File: src/rtl/sid_mixer.sv
// Three-voice mixer: a sequential mute/sum, a shift-add volume multiply, then an offset and clamp
// to an unsigned 8-bit sample. One shared adder serves both the sum and the multiply.
module sid_mixer #(
  parameter int VW    = 12,
  parameter int SHIFT = 8
) (
  input  logic                 clk,
  input  logic                 rst_n,
  input  logic signed [VW-1:0] voice0,
  input  logic signed [VW-1:0] voice1,
  input  logic signed [VW-1:0] voice2,
  input  logic [2:0]           mute,
  input  logic [3:0]           volume,
  input  logic                 sample_strobe,
  output logic [7:0]           sample,
  output logic                 sample_valid,
  output logic                 busy,
  output logic                 overrun
);

  // state | meaning
  // IDLE  | waiting for sample_strobe, inputs captured on the strobe edge
  // ACC   | 3 clk: acc += voice[i] unless muted, i = 0..2
  // MUL   | 4 clk: prod += acc << k when volume bit k is set, k = 0..3
  // OUT   | 1 clk: offset, clamp and register the sample
  typedef enum logic [1:0] {IDLE, ACC, MUL, OUT} state_t;

  localparam int AW = VW + 2;
  localparam int PW = VW + 6;
  localparam int QW = PW - SHIFT;
  localparam int TW = ((QW > 9) ? QW : 9) + 1;

  state_t state, state_next;

  logic signed [VW-1:0] voice_r [3];
  logic [2:0]           mute_r;
  logic [3:0]           vol_r;
  logic signed [AW-1:0] acc;
  logic signed [PW-1:0] prod;
  logic [1:0]           cnt;

  logic signed [VW-1:0] voice_sel;
  logic signed [PW-1:0] add_a, add_b, add_sum;
  logic signed [TW-1:0] t;
  logic [7:0]           clamped;

  always_ff @(posedge clk or negedge rst_n) begin
    if (!rst_n) state <= IDLE;
    else        state <= state_next;
  end

  always_comb begin
    state_next = state;
    case (state)
      IDLE: if (sample_strobe) state_next = ACC;
      ACC:  if (cnt == 2'd2)   state_next = MUL;
      MUL:  if (cnt == 2'd3)   state_next = OUT;
      OUT:                     state_next = IDLE;
      default:                 state_next = IDLE;
    endcase
  end

  always_comb begin
    busy = (state != IDLE);
  end

  always_comb begin
    case (cnt)
      2'd0:    voice_sel = voice_r[0];
      2'd1:    voice_sel = voice_r[1];
      default: voice_sel = voice_r[2];
    endcase
  end

  // Shared adder: voice accumulation in ACC, partial-product accumulation in MUL.
  always_comb begin
    add_a = '0;
    add_b = '0;
    if (state == ACC) begin
      add_a = PW'(acc);
      add_b = mute_r[cnt] ? '0 : PW'(voice_sel);
    end else if (state == MUL) begin
      add_a = prod;
      add_b = vol_r[cnt] ? (PW'(acc) <<< cnt) : '0;
    end
    add_sum = add_a + add_b;
  end

  // Floor shift then offset, kept wide enough that the clamp sees the true value.
  always_comb begin
    t = TW'(prod >>> SHIFT) + TW'(128);
    if (t[TW-1])           clamped = 8'd0;
    else if (t > TW'(255)) clamped = 8'd255;
    else                   clamped = t[7:0];
  end

  always_ff @(posedge clk or negedge rst_n) begin
    if (!rst_n) begin
      voice_r[0]   <= '0;
      voice_r[1]   <= '0;
      voice_r[2]   <= '0;
      mute_r       <= '0;
      vol_r        <= '0;
      acc          <= '0;
      prod         <= '0;
      cnt          <= '0;
      sample       <= 8'h80;
      sample_valid <= 1'b0;
      overrun      <= 1'b0;
    end else begin
      sample_valid <= 1'b0;
      overrun      <= sample_strobe && (state != IDLE);
      case (state)
        IDLE: if (sample_strobe) begin
          voice_r[0] <= voice0;
          voice_r[1] <= voice1;
          voice_r[2] <= voice2;
          mute_r     <= mute;
          vol_r      <= volume;
          acc        <= '0;
          prod       <= '0;
          cnt        <= '0;
        end
        ACC: begin
          acc <= AW'(add_sum);
          cnt <= (cnt == 2'd2) ? 2'd0 : cnt + 2'd1;
        end
        MUL: begin
          prod <= add_sum;
          cnt  <= cnt + 2'd1;
        end
        OUT: begin
          sample       <= clamped;
          sample_valid <= 1'b1;
        end
        default: ;
      endcase
    end
  end

endmodule

File: config.mk
export PLATFORM = sky130hd
export DESIGN_NAME = sid_mixer
export DESIGN_NICKNAME = d
export VERILOG_FILES = /design/src/rtl/sid_mixer.sv
export SDC_FILE = /design/constraint.sdc
export NUM_CORES = 1
export LEC_CHECK = 0
export CAP_MARGIN = 20
export CORE_MARGIN = 5
export CORE_UTILIZATION = 51
export CTS_CLUSTER_SIZE = 14
export DETAILED_ROUTE_END_ITERATION = 8
export MAX_ROUTING_LAYER = met4
export PLACE_DENSITY = 0.7
export SLEW_MARGIN = 20
export SYNTH_ARGS = -nofsm -noshare
export SYNTH_HDL_FRONTEND = slang
export SYNTH_SLANG_ARGS = --single-unit
File: constraint.sdc
create_clock -name clk -period 11 [get_ports clk]
set_clock_uncertainty 0.1 [all_clocks]
set_input_delay 2.2 -clock clk [delete_from_list [all_inputs] [get_ports clk]]
set_output_delay 2.2 -clock clk [all_outputs]
set_load 0.02 [all_outputs]
# Word level (Yosys, flattened, before mapping)
# Cells that the tools add are included.
[classes]
n_eq_ne = 9
muxes = 25
n_reduce_logical = 12
add_sub_neg = 3
magnitude_cmp = 2
shift = 1
[ops]
columns = ["op", "n"]
rows = [
  ["two-way mux 18 bit", 7],
  ["case mux 18 bit (2 select lines)", 1],
  ["case mux 14 bit (2 select lines)", 1],
  ["case mux 12 bit (2 select lines)", 1],
  ["adder 18 bit", 1],
  ["<<< shifter 18 x 2 -> 18 bit", 1],
  ["two-way mux 8 bit", 2],
  ["two-way mux 14 bit", 1],
  ["adder 10 x 9 -> 11 bit, second input constant", 1],
  ["> comparator 11 x 9 -> 1 bit, second input constant", 1],
  ["two-way mux 2 bit", 5],
  ["equality test 2 bit, second input constant", 4],
  ["case mux 2 bit (4 select lines)", 1],
  ["AND reduction 2 bit", 4],
  ["case mux 2 bit (3 select lines)", 1],
  ["nonzero test 2 bit", 3],
  ["binary-select mux 1 bit (select 2 bit)", 2],
  ["equality test 2 x 1 -> 1 bit, second input constant", 2],
  ["logical NOT 2 bit", 2],
  ["!= test 2 bit, second input constant", 2],
  ["< comparator 2 x 3 -> 1 bit, second input constant", 1],
  ["two-way mux 1 bit", 3],
  ["AND reduction 3 bit", 1],
  ["nonzero test 3 bit", 1],
  ["3 further kinds", 3],
]
[word_totals]
output_inout_bits = 11
inputBits = 46
wordCells = 64
ff_bits = 89

# Longest topological paths before layout
# Gate-level depths: netlist of the first run.
[depth]
word_depth = 7
mapped_depth = 18
depth_no_buf = 15

# Worst setup path before layout of the first run
# OpenSTA, ideal clock, no wires.
[synth_timing]
path_kind = "register -> register"
from = "register cnt[0]"
to = "register acc[12]"
period_less_slack_ns = 3.873
arrival_ns = 3.647
n_path_buf = 3
stages_incl_launch_ff = 19
setup_ns = 0.126
required_ns = 10.774
slack_ns = 7.127
path_cell_list = "dfrtp_1 > buf_2 > buf_2 > inv_1 > ha_1 > nor2_1 > clkbuf_1 > a21oi_1 > o22ai_1 > ha_1 > inv_1 > fa_1 > nor2b_1 > o21a_1 > o21ai_2 > a211o_2 > nand2_1 > xor2_1 > a221o_1"
[synth_via]
elab_chain_cells = 7
word_cells_on_any_way = 14
classes_between = "add/sub (1); eq/ne (1); shift (1); mux (10); reduce/logical (1)"
[synth_rtl]
columns = ["item", "line", "source"]
rows = [
  ["start: declaration", "40", "logic [1:0] cnt;"],
  ["start signal: assignment", "126", "cnt <= (cnt == 2'd2) ? 2'd0 : cnt + 2'd1;"],
  ["start signal: assignment", "130", "cnt <= cnt + 2'd1;"],
  ["binary-select mux 1 bit (select 2 bit)", "84", "add_b = vol_r[cnt] ? (PW'(acc) <<< cnt) : '0;"],
  ["two-way mux 1 bit (implied by the code)", "84", ""],
  ["two-way mux 18 bit", "84", ""],
  ["two-way mux 18 bit", "82", "end else if (state == MUL) begin"],
  ["two-way mux 18 bit *", "79", "if (state == ACC) begin"],
  ["adder 18 bit *", "86", "add_sum = add_a + add_b;"],
  ["case mux 14 bit (2 select lines) *", "113", "case (state)"],
  ["end signal: assignment", "125", "acc <= AW'(add_sum);"],
  ["end: declaration", "38", "logic signed [AW-1:0] acc;"],
]
# Every way passes the cells marked *; elsewhere a longest branch is shown, timed or not. The select of a mux whose other input is x is not followed.
# A chain may end at the register's enable or synchronous reset.

# Worst setup path in the final report of the first run
[layout_timing]
from = "register cnt[1]"
to = "register acc[13]"
# The elaborated chain is that of the path after synthesis.

==> flow_metrics.env, run 1 <==
export IMPL_grt_max_degree=68
export IMPL_numCtsBuffers=9
export IMPL_setup_tns_ns=0
export IMPL_p_per_area_nw_per_um2=279
export IMPL_gp_congestion=0.999
export IMPL_worst_pin_slew_ns=1.13
export IMPL_coreArea_um2=10700
export IMPL_p_leak_nw=2.75
export IMPL_cts_root_buf="clkbuf_8"
export IMPL_cp_required_ns=11.21
export IMPL_die_x_um=114
export IMPL_std_cell_rows=38
export IMPL_holdWs_ns=0.386
export IMPL_max_cap_violations=0
export IMPL_io_pins=57
export IMPL_first_global_vias=4731
export IMPL_cts_tree="done"
export IMPL_mostFrequentLayoutCell="dfrtp_1"
export IMPL_routedWlPerCell_um=19.2
export IMPL_clock_sinks=89
export IMPL_drive_gt1_share_pct=12.9
export IMPL_hp_class="reg2reg"
export IMPL_rsz0062_at_grt="no"
export IMPL_fmax_mhz=203
export IMPL_cp_buffers_inverters=1
export IMPL_finalCriticalPeriod_ns=4.93
export IMPL_path_clk_slew_ns=0.09
export IMPL_antenna_found_initial=0
export IMPL_cts_setup_buffers=0
export IMPL_die_y_um=114
export IMPL_ys_seq_area_share_pct=40.5
export IMPL_synth_edff_count=0
export IMPL_cp_end_kind="register"
export IMPL_slew_headroom_pct=24.1
export IMPL_hpwl_mm=10.4
export IMPL_ys_ff_latch=89
export IMPL_crit_family="simple AND/OR/NAND/NOR gates"
export IMPL_finalHoldViolCount=0
export IMPL_cp_start_kind="register"
export IMPL_die_area_um2=13000
export IMPL_post_cts_resized=0
export IMPL_ys_flop_type="dfrtp_1"
export IMPL_crit_arrival_ns=5.14
export IMPL_slew_violations=0
export IMPL_slowest_delay_ns=0.81
export IMPL_status="complete, no violations"
export IMPL_path_class="reg2reg"
export IMPL_antenna_cells=0
export IMPL_syn_nets=647
export IMPL_nFillCells=961
export IMPL_track_usage_pct=23.8
export IMPL_vdd_drop_max_v=0.000175
export IMPL_netlist_area_um2=5500
export IMPL_insertion_delay_ns=0.37
export IMPL_gr_total_overflow=0
export IMPL_grt_pass1_wl_mm=23.7
export IMPL_drc=0
export IMPL_syn_area_per_cell_um2=9.62
export IMPL_cts_max_level=3
export IMPL_initial_utilization_pct=51.4
export IMPL_path_max_fanout=23
export IMPL_firstDrtPassIters=5
export IMPL_via_count=4598
export IMPL_fin_nets=683
export IMPL_layout_common_cells="dfrtp_1, nand2_1, clkdlybuf4s50_1, mux2_2, a21oi_1"
export IMPL_routed_wl_mm=14.4
export IMPL_setup_ws_ns=6.07
export IMPL_syn_to_final_growth_pct=14.9
export IMPL_synth_cells=572
export IMPL_drt_iter0_markers=379
export IMPL_post_route_util_pct=59.1
export IMPL_clk_path_buf_depth=2
export IMPL_antenna_left=0
export IMPL_crit_chain="inv_1, ha_1, nor2_1, a21oi_1, or2_1, o21ai_0, ha_1, nand2_1, or3_1, o21ai_0, o21ai_1, nand2_1, xor2_1, a32o_1"
export IMPL_ys_types=54
export IMPL_async_flop_share_pct=100
export IMPL_hold_buffers=0
export IMPL_period_share_pct=44.9
export IMPL_slowest_stage="dfrtp_1"
export IMPL_port_buffers=56
export IMPL_pre_cts_ws_ns=6.11
export IMPL_yosys_warnings=0
export IMPL_drt_vias_per_instance=6.11
export IMPL_finalSetupViolCount=0
-- worst paths after layout --
path                                     to  cells after the start       from  slack (ns)
max in group asynchronous       voice_r[21]                      2      rst_n        8.04
worst max register to register      acc[13]                     14     cnt[1]        6.07
worst min-delay path              sample[7]                      2  sample[7]        0.39
worst min register to register    sample[7]                      2  sample[7]        0.39
worst max-delay path                acc[13]                     14     cnt[1]        6.07
min in group asynchronous           overrun                      1      rst_n        1.60
-- layer usage --
metal	share of wire, %	track usage (%)	vias to the layer above
met1	43	29.3	2232
met3	5.7	3.13	37
li1	-	-	2156
met4	3.4	12.2	0
met2	48	38.6	173
met5	0	-	-
-- through the flow --
step | cells | power [mW] | cell area (um^2)
2_1_floorplan | 572 | 1.27 | 5500
3_3_place_gp | 737 | 1.51 | 6130
3_5_place_dp | 737 | 1.54 | 6130
4_1_cts | 753 | 1.76 | 6320
5_1_grt | 753 | 1.89 | 6320
6_report | 753 | 1.77 | 6320
-- tightest hold or removal path: cells and delay by family, from the launching register on --
kind	cells	cell delay, ns
flip-flops	1	0.38
buffers and inverters	1	0.04
AO/OA/AOI/OAI	1	0.07
-- sequential cells by signal, indices dropped and copies added, names as in the netlist, 2 cells and up --
name / count
cnt: 2
vol_r: 4
sample: 8
state: 2
prod: 18
voice_r: 36
acc: 14
mute_r: 3
-- kinds of logic after synthesis --
| kind of cell | synth area share [%] |
|---|---|
| flip-flops | 40.5 |
| buffers and inverters | 4.18 |
| adder cells (fa/ha/maj) | 6.73 |
| XOR/XNOR | 1.91 |
| AND/OR/NAND/NOR | 10.7 |
| AO/OA/AOI/OAI | 22.5 |
| multiplexers | 13.6 |
-- cell type report --
cell class	instances	area [um^2]	area share, %
clock buffer	12	165	2.61
multi-input combinational	424	3050	48.3
sequential	89	2230	35.2
timing repair buffer	59	581	9.18
tap	140	175	2.77
inverter	25	93.8	1.48
clock inverter	4	26.3	0.416
-- report_power, final --
group | total [mW] | internal [mW] | switching (mW)
combinational | 0.959 | 0.403 | 0.557
clock | 0.219 | 0.100 | 0.119
sequential | 0.587 | 0.468 | 0.119
-- cell usage after synthesis (4+ instances only) --
cell / n / area [um^2]
a21o_1: 7 / 52.6
a211oi_1: 4 / 30.0
nor2b_1: 7 / 43.8
a21oi_1: 40 / 200
xnor2_1: 8 / 70.1
buf_2: 7 / 35.0
nand2_1: 56 / 210
o22ai_1: 17 / 106
nand4_1: 4 / 25.0
nor3_1: 6 / 30.0
o21ai_0: 29 / 145
o21ai_1: 13 / 65.1
clkbuf_1: 24 / 90.1
a22o_1: 34 / 298
nor2_1: 35 / 131
and2_1: 4 / 25.0
mux2_2: 50 / 563
dfrtp_1: 88 / 2200
o21a_1: 4 / 30.0
or3_1: 4 / 25.0
inv_1: 25 / 93.8
mux2i_1: 16 / 160
nand3_1: 7 / 35.0
ha_1: 28 / 350
xor2_1: 4 / 35.0
a22oi_1: 6 / 45.0
Power figures use the tool's default switching activity.
==> run 2: changes to the inputs <==
==> constraint.sdc (replaced) <==
create_clock -name clk -period 4.8 [get_ports clk]
set_clock_uncertainty 0.1 [all_clocks]
set_input_delay 0.96 -clock clk [delete_from_list [all_inputs] [get_ports clk]]
set_output_delay 0.96 -clock clk [all_outputs]
set_load 0.02 [all_outputs]
==> flow_metrics.env, run 2 (synthesized netlist as in run 1, its figures left out) <==
export IMPL_status="complete, no violations"
export IMPL_io_pins=57
export IMPL_path_max_fanout=12
export IMPL_hold_depth=2
export IMPL_drc=0
export IMPL_antenna_left=0
export IMPL_finalSetupViolCount=0
export IMPL_clk_path_buf_depth=2
export IMPL_post_dp_cell_area_um2=6180
export IMPL_gp_congestion=0.988
export IMPL_gr_total_overflow=0
export IMPL_insertion_delay_ns=0.36
export IMPL_hold_buffers=0
export IMPL_cts_setup_buffers=0
export IMPL_fin_nets=691
export IMPL_drt_vias_per_instance=6.03
export IMPL_drive_gt1_share_pct=13.7
export IMPL_coreArea_um2=10700
export IMPL_antenna_found_initial=0
export IMPL_grt_max_degree=61
export IMPL_fmax_mhz=248
export IMPL_firstDrtPassIters=5
export IMPL_track_usage_pct=24.4
export IMPL_p_seq_share_pct=32.0
export IMPL_hpwl_mm=10.4
export IMPL_r2r_slack_ns=0.77
export IMPL_slew_headroom_pct=33.0
export IMPL_port_buffers=56
export IMPL_nFillCells=930
export IMPL_die_area_um2=13000
export IMPL_post_cts_resized=0
export IMPL_holdPathEnd="sample[7]"
export IMPL_period_share_pct=84.0
export IMPL_largest_reg_flops=36
export IMPL_min_from="sample[7]"
export IMPL_cp_end_kind="register"
export IMPL_routed_wl_mm=14.4
export IMPL_setup_ws_ns=0.766
export IMPL_reg2regPathDepth=15
export IMPL_p_per_area_nw_per_um2=637
export IMPL_initial_utilization_pct=51.4
export IMPL_path_class="reg2reg"
export IMPL_r2r_end="prod[17]"
export IMPL_mostFrequentLayoutCell="dfrtp_1"
export IMPL_p_int_mw=2.23
export IMPL_rsz0062_at_grt="no"
export IMPL_cp_required_ns=4.94
export IMPL_top_regs="voice_r x36, prod x18, acc x14"
export IMPL_crit_arrival_ns=4.17
export IMPL_combPwrFrac_pct=56.1
export IMPL_grt_pass1_wl_mm=24.4
export IMPL_vdd_drop_max_v=0.000421
export IMPL_die_x_um=114
export IMPL_drt_iter0_markers=334
export IMPL_routedWlPerCell_um=18.9
export IMPL_finalHoldViolCount=0
export IMPL_layout_common_cells="dfrtp_1, nand2_1, clkdlybuf4s50_1, mux2_2, a21oi_1"
export IMPL_reg2reg_from="cnt[0]"
export IMPL_pre_cts_ws_ns=0.773
export IMPL_cp_start_kind="register"
export IMPL_power_clock_fraction_pct=11.9
export IMPL_finalCriticalPeriod_ns=4.03
export IMPL_numCtsBuffers=9
export IMPL_first_global_vias=4849
export IMPL_std_cell_rows=38
export IMPL_cts_tree="done"
export IMPL_power_mw=4.06
export IMPL_via_count=4587
export IMPL_p_leak_nw=2.77
export IMPL_hp_class="reg2reg"
export IMPL_worst_pin_slew_ns=1.00
export IMPL_max_cap_violations=0
export IMPL_power_switching_share_pct=45.0
export IMPL_final_area_um2=6370
export IMPL_cts_root_buf="clkbuf_8"
export IMPL_setup_tns_ns=0
export IMPL_p_switching_mw=1.83
export IMPL_die_y_um=114
export IMPL_largest_register="voice_r"
export IMPL_clock_sinks=89
export IMPL_antenna_cells=0
export IMPL_slew_violations=0
export IMPL_cts_max_level=3
export IMPL_syn_to_final_growth_pct=15.7
export IMPL_path_clk_slew_ns=0.09
run 2: changes by cell type in the layout (fill, tap and decap cells not counted), moves of 2 or more:
cell / change
buf_4: +8
clkinvlp_4: +3
clkbuf_8: -2
clkinv_2: -2
run 2: critical path, stage by stage (launching register included):
cell and delay (ns):
dfrtp_1 0.35, buf_4 0.21, inv_1 0.10, ha_1 0.22, nor2_1 0.56, a21oi_1 0.28
or2_1 0.36, o21ai_0 0.12, ha_1 0.33, nand2_1 0.16, or3_1 0.38, o21ai_0 0.08
o21ai_1 0.14, o21ai_1 0.27, xor2_1 0.17, o21ai_1 0.07
run 2: layout make-up:
| class | instances | area (um^2) | area share (%) |
|---|---|---|---|
| flip-flops and latches | 89 | 2230 | 35.0 |
| multi-input cells | 424 | 3050 | 47.9 |
| well taps | 140 | 175 | 2.75 |
| repair buffers | 67 | 641 | 10.1 |
| inverters | 25 | 93.8 | 1.47 |
| clock buffers | 11 | 141 | 2.22 |
| clock inverters | 5 | 38.8 | 0.609 |
run 2: power by group through the flow:
stage          Clock (mW)  Sequential (mW)  Combinational (mW)
2_1_floorplan           0             1.27                1.63
3_3_place_gp            0             1.30                2.20
3_5_place_dp            0             1.32                2.25
4_1_cts             0.498             1.30                2.26
5_1_grt             0.525             1.34                2.50
6_report            0.483             1.30                2.28
run 2: how the worst max path moves through the flow:
stage,slack [ns],start,endpoint
finish,0.77,cnt[0],prod[17]
global route,0.27,cnt[0],prod[17]
CTS,0.76,cnt[0],prod[17]
detailed placement,0.77,cnt[0],prod[17]
global placement,0.84,cnt[0],prod[17]
floorplan,0.93,cnt[0],acc[12]
run 2: layer usage:
layer / global-route usage (%) / vias to the layer above / wire [um]
met5: - / - / 0
met1: 29.5 / 2199 / 6110
li1: - / 2182 / -
met2: 40.6 / 173 / 7050
met3: 3.45 / 33 / 816
met4: 10.9 / 0 / 424
run 2: stage by stage:
step	cells	hold slack, ns	utilization (%)
after floorplan	572	0.351	-
after CTS	761	0.384	59.5
after global placement	745	0.364	57.8
after global routing	761	0.422	59.5
final	761	0.381	59.5
after detailed placement	745	0.370	57.8
